[config.mk]
export PLATFORM = sky130hd
export DESIGN_NAME = track_controller
export DESIGN_NICKNAME = d
export VERILOG_FILES = /design/src/rtl/track_controller.sv
export SDC_FILE = /design/constraint.sdc
export NUM_CORES = 1
export LEC_CHECK = 0
export CORE_UTILIZATION = 55
export DETAILED_ROUTE_END_ITERATION = 8
export PLACE_DENSITY = 0.8
export SYNTH_ARGS = -nofsm -noshare
export SYNTH_HDL_FRONTEND = slang
export SYNTH_SLANG_ARGS = --single-unit
[constraint.sdc]
create_clock -name clk -period 2.4 [get_ports clk]
set_input_delay 0.24 -clock clk [delete_from_list [all_inputs] [get_ports clk]]
set_output_delay 0.24 -clock clk [all_outputs]
set_load 0.05 [all_outputs]
[src/rtl/track_controller.sv]
// Line-following robot controller: debounced 3-sensor decode, obstacle stop,
// SEARCH timeout to HALT. Ports: clk, reset(async low), detect_road, start,
// obstacle -> motor_mode, left_speed, right_speed, busy, lost.
module track_controller #(
  parameter int unsigned STABLE_CYC   = 4,
  parameter int unsigned LOST_TIMEOUT = 1000000,
  parameter logic [9:0]  FAST_SPD     = 10'd700,
  parameter logic [9:0]  SLOW_SPD     = 10'd400
) (
  input  logic       clk,
  input  logic       reset,
  input  logic [2:0] detect_road,
  input  logic       start,
  input  logic       obstacle,
  output logic [1:0] motor_mode,
  output logic [9:0] left_speed,
  output logic [9:0] right_speed,
  output logic       busy,
  output logic       lost
);

  typedef enum logic [2:0] {
    S_IDLE,
    S_FOLLOW,
    S_TURN_L,
    S_TURN_R,
    S_SEARCH,
    S_BLOCKED,
    S_HALT
  } state_e;

  localparam logic [1:0]  M_STOP = 2'd0;
  localparam logic [1:0]  M_FWD  = 2'd1;
  localparam logic [1:0]  M_TL   = 2'd2;
  localparam logic [1:0]  M_TR   = 2'd3;

  localparam logic [3:0]  RUN_MAX = 4'hF;
  localparam logic [3:0]  RUN_HIT = 4'(STABLE_CYC - 1);
  localparam logic [23:0] LOST_LAST = 24'(LOST_TIMEOUT - 1);

  state_e      state;
  state_e      state_nx;
  logic [2:0]  sample;
  logic [2:0]  filt;
  logic [3:0]  run;
  logic [3:0]  run_nx;
  logic [23:0] lost_cnt;
  logic        dir_r;
  logic        dir_nx;
  logic        lost_nx;
  logic        same;

  // dir_r: 0 = last turn was left, 1 = right
  assign same = (detect_road == sample);

  always_comb begin
    run_nx = '0;
    if (same)
      run_nx = (run == RUN_MAX) ? run : run + 4'd1;
  end

  always_ff @(posedge clk or negedge reset) begin
    if (!reset) begin
      sample <= 3'b010;
      filt   <= 3'b010;
      run    <= '0;
    end else begin
      sample <= detect_road;
      run    <= run_nx;
      if (same && run_nx >= RUN_HIT)
        filt <= detect_road;
    end
  end

  always_comb begin
    state_nx = state;
    dir_nx   = dir_r;
    lost_nx  = lost;
    case (state)
      S_IDLE: begin
        if (start)
          state_nx = obstacle ? S_BLOCKED : S_FOLLOW;
      end
      S_HALT: begin
        if (start) begin
          state_nx = obstacle ? S_BLOCKED : S_FOLLOW;
          lost_nx  = 1'b0;
        end
      end
      S_BLOCKED: begin
        if (!obstacle)
          state_nx = S_FOLLOW;
      end
      default: begin
        if (obstacle) begin
          state_nx = S_BLOCKED;
        end else begin
          unique case (filt)
            3'b010, 3'b111: state_nx = S_FOLLOW;
            3'b100, 3'b110: begin
              state_nx = S_TURN_L;
              dir_nx   = 1'b0;
            end
            3'b001, 3'b011: begin
              state_nx = S_TURN_R;
              dir_nx   = 1'b1;
            end
            3'b101: state_nx = state;
            3'b000: begin
              if (state == S_SEARCH &&
                  lost_cnt == LOST_LAST) begin
                state_nx = S_HALT;
                lost_nx  = 1'b1;
              end else begin
                state_nx = S_SEARCH;
              end
            end
          endcase
        end
      end
    endcase
  end

  always_ff @(posedge clk or negedge reset) begin
    if (!reset) begin
      state    <= S_IDLE;
      dir_r    <= 1'b0;
      lost     <= 1'b0;
      lost_cnt <= '0;
    end else begin
      state <= state_nx;
      dir_r <= dir_nx;
      lost  <= lost_nx;
      if (state != S_SEARCH)
        lost_cnt <= '0;
      else if (filt == 3'b000 &&
               lost_cnt != LOST_LAST)
        lost_cnt <= lost_cnt + 24'd1;
    end
  end

  always_comb begin
    motor_mode  = M_STOP;
    left_speed  = '0;
    right_speed = '0;
    busy        = 1'b1;
    unique case (state)
      S_FOLLOW: begin
        motor_mode  = M_FWD;
        left_speed  = FAST_SPD;
        right_speed = FAST_SPD;
      end
      S_TURN_L: begin
        motor_mode  = M_TL;
        left_speed  = SLOW_SPD;
        right_speed = FAST_SPD;
      end
      S_TURN_R: begin
        motor_mode  = M_TR;
        left_speed  = FAST_SPD;
        right_speed = SLOW_SPD;
      end
      S_SEARCH: begin
        // pivot toward the side the line was last seen on
        if (dir_r) begin
          motor_mode = M_TR;
          left_speed = SLOW_SPD;
        end else begin
          motor_mode  = M_TL;
          right_speed = SLOW_SPD;
        end
      end
      S_BLOCKED: ;
      default: busy = 1'b0;
    endcase
  end

endmodule

# [Yosys cells after proc, flatten, opt, wreduce, memory -nomap -nowiden]
# Index checks and enable logic that the tools add are counted.
[totals] elab_cells=81 ff_bits=39
[classes] order_cmp=1 reduce_logical=21 n_addsub=2 bitwise=3 n_mux=24 eq_ne=23
[ops] op="$pmux W10 S3" n=2
[ops] op="$mux W24" n=2
[ops] op="$add A24 B1 Y24 const B" n=1
[ops] op="$eq A24 B20 Y1 const B" n=1
[ops] op="$ne A24 B20 Y1 const B" n=1
[ops] op="$eq A3 B3 Y1 const B" n=7
[ops] op="$mux W9" n=2
[ops] op="$reduce_or A2 Y1" n=7
[ops] op="$eq A3 B2 Y1 const B" n=4
[ops] op="$mux W3" n=4
[ops] op="$pmux W3 S4" n=1
[ops] op="$mux W4" n=2
[ops] op="$pmux W2 S4" n=1
[ops] op="$reduce_bool A2 Y1" n=4
[ops] op="$eq A3 B1 Y1 const B" n=2
[ops] op="$logic_not A3 Y1" n=2
[ops] op="$mux W1" n=6
[ops] op="$pmux W3 S2" n=1
[ops] op="$reduce_and A3 Y1" n=2
[ops] op="$reduce_and A5 Y1" n=1
[ops] op="$reduce_or A5 Y1" n=1
[ops] op="$add A4 B1 Y4 const B" n=1
[ops] op="$eq A4 B4 Y1 const B" n=1
[ops] op="$ge A4 B2 Y1 const B" n=1
[ops] op="10 further kinds" n=17

# [Longest topological paths before layout]
[depth] ltp_word=6 mapped_depth=7

# [Least setup slack after synthesis]
# No wires, ideal clock.
[synth_timing] path_type="register -> output" startpoint="register state[2]" endpoint="output port right_speed[7]" arrival_time_ns=2.583 path_stages_with_launch=6 slack_ns=-0.423 required_ns=2.160 path_cell_list="dfrtp_1 -> nor2b_1 -> nand2_1 -> o21ai_0 -> or2_2 -> buf_4"
[synth_between] elab_chain_len=3 word_cells_on_any_way=6 classes_between="eq/ne: 4; mux: 1; reduce/logical: 1"
[synth_lines] item="start: declaration" line="41" source="state_e state;"
[synth_lines] item="start signal: assignment" line="131" source="state <= state_nx;"
[synth_lines] item="$eq A3 B2 Y1 or $eq A3 B1 Y1 (tied branches)" line="147" source="unique case (state)"
[synth_lines] item="$reduce_or A2 Y1 (no line)"
[synth_lines] item="$pmux W10 S3 (*)" line="147"
[synth_lines] item="end: declaration" line="17" source="output logic [9:0] right_speed,"
# Mark *: on every way between the ends. The rest lies on a longest branch, timed or not.

# [Final worst setup path]
# Ends and elaborated chain as after synthesis.

==> qor_table.md <==
| Quantity | Value |
|:---|:---|
| Sequential cell fraction of total power | 0.281 |
| Power dissipated by switching net loads | 0.00143 W |
| Buffers inserted during post-CTS setup optimization | 0 |
| Layout area overhead | 16.1% |
| Die width | 66.2 µm |
| Final Net Count | 284 |
| Worst path arrival time | 1.96 ns |
| CP Class | reg -> out |
| Worst Path Buf+Inv | 1 |
| Most common cell after layout, fill and taps aside | dfrtp_1 |
| Post-DR wirelength/cell | 13.7 µm |
| Initial core utilization | 0.596 |
| Synth Area per Inst | 8.71 µm² |
| Top area cells in the synthesized netlist | dfrtp_1 41%, nor2_1 5.3%, buf_4 4.6%, nand3_1 4.0%, xnor2_1 3.9% |
| Worst-case reg-to-reg path depth | 6 |
| Count of non-filler cells in the finished layout | 324 |
| YS warnings | 0 |
| Vias | 1874 |
| Critical path data required time | 2.16 ns |
| Gpl congestion | 0.811 |
| Die ar. | 4380 µm² |
| Antenna cell count | 0 |
| Mapped cell area | 2260 µm² |
| Post-CTS sizing | 0 |
| Cell count after placement | 316 |
| Hold Crit Class | in -> async |
| Status | finished clean |
| Cell taking the most area after synthesis | dfrtp_1 |
| Final WL | 4430 µm |
| Hold violation total from the final report | 0 |
| First-pass GRT wire length | 7560 µm |
| Clk root buf | clkbuf_8 |
| Number of global-route vias before repair | 1676 |
| Global Route met2 Usage | 0.360 |
| Remaining design rule violation count | 0 |
| Reg-to-reg startpoint | lost_cnt[0] |
| Placement row count | 22 |
| Largest net degree at the start of global routing | 40 |
| Maximum capacitance violations | 0 |
| Average vias per placed instance | 5.78 |
| Sequential cell area fraction in the yosys report | 0.432 |
| Minimum period implied by the final worst setup slack | 2.20 ns |
| Count of unique library cells instantiated by Yosys | 42 |
| Mapped Cells | 260 |
| Final total power | 0.00297 W |
| Critical-path top delay cell | dfrtp_1 |
| Max-slew violation count | 0 |
| Met1 track demand over resource | 0.319 |
| Detailed Routing Iterations Pass 1 | 4 |
| Maximum achievable frequency | 454 MHz |
| Fraction of layout cells with a size suffix above 1 | 0.0978 |
| Number of violations reported at the end of detailed-routing iteration 0 | 149 |
| Max-slew headroom at the worst pin | 0.424 |
| Delay of the slowest critical-path stage | 0.58 ns |
| Combinational cell fraction of total power | 0.570 |
| Largest driver fanout on the critical path | 14 |
| Antenna-violating nets left | 0 |
| Clock transition time at the flip-flop clock pins of the worst setup and hold paths | 0.08 ns |
| Worst-skew pair later-pin latency | 0.29 ns |
| Vertical die dimension | 66.2 µm |
| Flip-flop and latch count after synthesis | 39 |
| Unrepaired setup endpoints after global routing | false |
| Number of antenna violations at the first check in global routing | 0 |
| Static Leak | 1.16 nW |
| Clk pwr share | 0.149 |
| Gr usage total | 0.230 |
| Hpwl dp | 3060 µm |
| Critical Path Start Type | flip-flop |
| First element of the critical path | state[2] |
| Largest delay share family, worst path | simple AND/OR/NAND/NOR gates |
| Met3 track utilization from global routing | 0.0414 |
| Nature of the critical path endpoint | output pin |
| Number of sinks on the clock net | 39 |
| H-tree levels | 2 |
| Post-Route Skew | 0.0106 ns |
| GRT Residual Overflow | 0 |
| Worst Tran Pin Value | 0.864 ns |
| Fraction of power spent switching nets | 0.481 |
| Pwr/cell area | 1130 nW/µm² |
| Critical Path, Cell by Cell | nor2b_1 -> nand2_1 -> o21ai_1 -> or2_2 -> buf_12 |
| I/O pin total | 31 |
| Most Crowded Layer GR | met2 |
| Cell Int Power | 0.00154 W |
| Proportion of netlist area held by the largest area contributor | 0.409 |
| Highest-count cells in the layout ignoring fill and taps | 37 x dfrtp_1, 32 x nor2_1, 22 x nand2_1, 18 x nand3_1, 13 x a21oi_1 |
| Maximum VDD drop | 0.669 mV |
| Count of hold buffers inserted by post-cts repair | 0 |
| Number of buffer cells added on primary ports | 24 |
| Stages on worst setup path | 5 |
| Core Footprint | 3800 µm² |
| Share of the clock period used by the worst path | 0.917 |
| TritonCTS buffer count | 5 |
| Setup violations, final | 0 |
| Final core utilization | 0.692 |
| CTS tree | yes |
| Max clock buf depth | 2 |
==> through the flow <==
step | instance area (µm²) | setup TNS, ns | hold slack [ns] | worst slack, ns
4_1_cts | 2610 | 0 | 0.0825 | 0.0328
5_1_grt | 2630 | 0 | 0.134 | 0.0547
6_report | 2630 | 0 | 0.0601 | 0.199
3_5_place_dp | 2520 | 0 | 0.401 | 0.251
2_1_floorplan | 2280 | -0.0190 | -0.0556 | -0.0190
3_3_place_gp | 2520 | 0 | 0.400 | 0.335
==> path summary, 6_finish.rpt <==
| path | to | slack [ns] |
|---|---|---|
| setup / recovery | right_speed[7] | 0.20 |
| hold / removal | lost_cnt[1] | 0.06 |
| setup reg to reg | lost_cnt[21] | 0.36 |
| hold reg to reg | lost | 0.53 |
| max in group asynchronous | lost_cnt[12] | 1.80 |
| min in group clk | sample[1] | 0.43 |
==> cells by family after synthesis <==
family	count (synthesis)	synth area share
simple gates	118	0.261
compound gates	41	0.111
flops	39	0.432
buf+inv	34	0.0807
xor+xnor	19	0.0735
mux	6	0.0282
fa+ha+maj	2	0.0111
other cells	1	0.00166
==> layer usage <==
| metal | part of all wire | vias to the layer above |
|---|---|---|
| met4 | 0.0099 | 0 |
| met5 | 0 | - |
| met1 | 0.49 | 903 |
| met2 | 0.45 | 45 |
| li1 | - | 921 |
| met3 | 0.043 | 5 |
==> synth_stat cells, drive strengths merged <==
| library cell | instances |
|---|---|
| o211ai | 1 |
| o21ai | 12 |
| xor2 | 9 |
| o32a | 2 |
| or3 | 6 |
| nand4 | 7 |
| mux2 | 3 |
| clkbuf | 7 |
| and4 | 3 |
| or2 | 2 |
| nand3 | 18 |
| buf | 16 |
| xnor2 | 10 |
| a21oi | 13 |
| nor2 | 32 |
| nor3b | 1 |
| a21o | 1 |
| nand2 | 22 |
| conb | 1 |
| or4 | 3 |
| nor4 | 4 |
| nor3 | 9 |
| o21a | 1 |
| and3 | 2 |
| ha | 2 |
| nor2b | 5 |
| o31ai | 4 |
| a211oi | 2 |
| inv | 11 |
| dfrtp | 37 |
| nand2b | 2 |
| o311ai | 2 |
| mux2i | 3 |
| nor4b | 2 |
| a31oi | 2 |
| a221oi | 1 |
| dfstp | 2 |
==> flip-flops by register name, indices dropped and copies added, names as in the netlist <==
| register | count |
|---|---|
| filt | 3 |
| dir_r | 1 |
| sample | 3 |
| lost_cnt | 24 |
| lost | 1 |
| run | 4 |
| state | 3 |
==> power groups by stage <==
stage               sequential, W  clock, W  combinational [W]
CTS                      0.000829  0.000453            0.00170
finish                   0.000834  0.000442            0.00169
floorplan                0.000762         0            0.00127
global placement         0.000841         0            0.00168
global route             0.000851  0.000475            0.00178
detailed placement       0.000843         0            0.00170
==> area by class of cell <==
cell class | count | area, µm²
Clock inverter | 2 | 13.8
Clock buffer | 6 | 72.6
Timing Repair Buffer | 26 | 338
Sequential cell | 39 | 978
Fill cell | 300 | 1170
Inverter | 11 | 41.3
Tap cell | 48 | 60.1
Multi-Input combinational cell | 192 | 1120
Power figures use the tool's default switching activity.
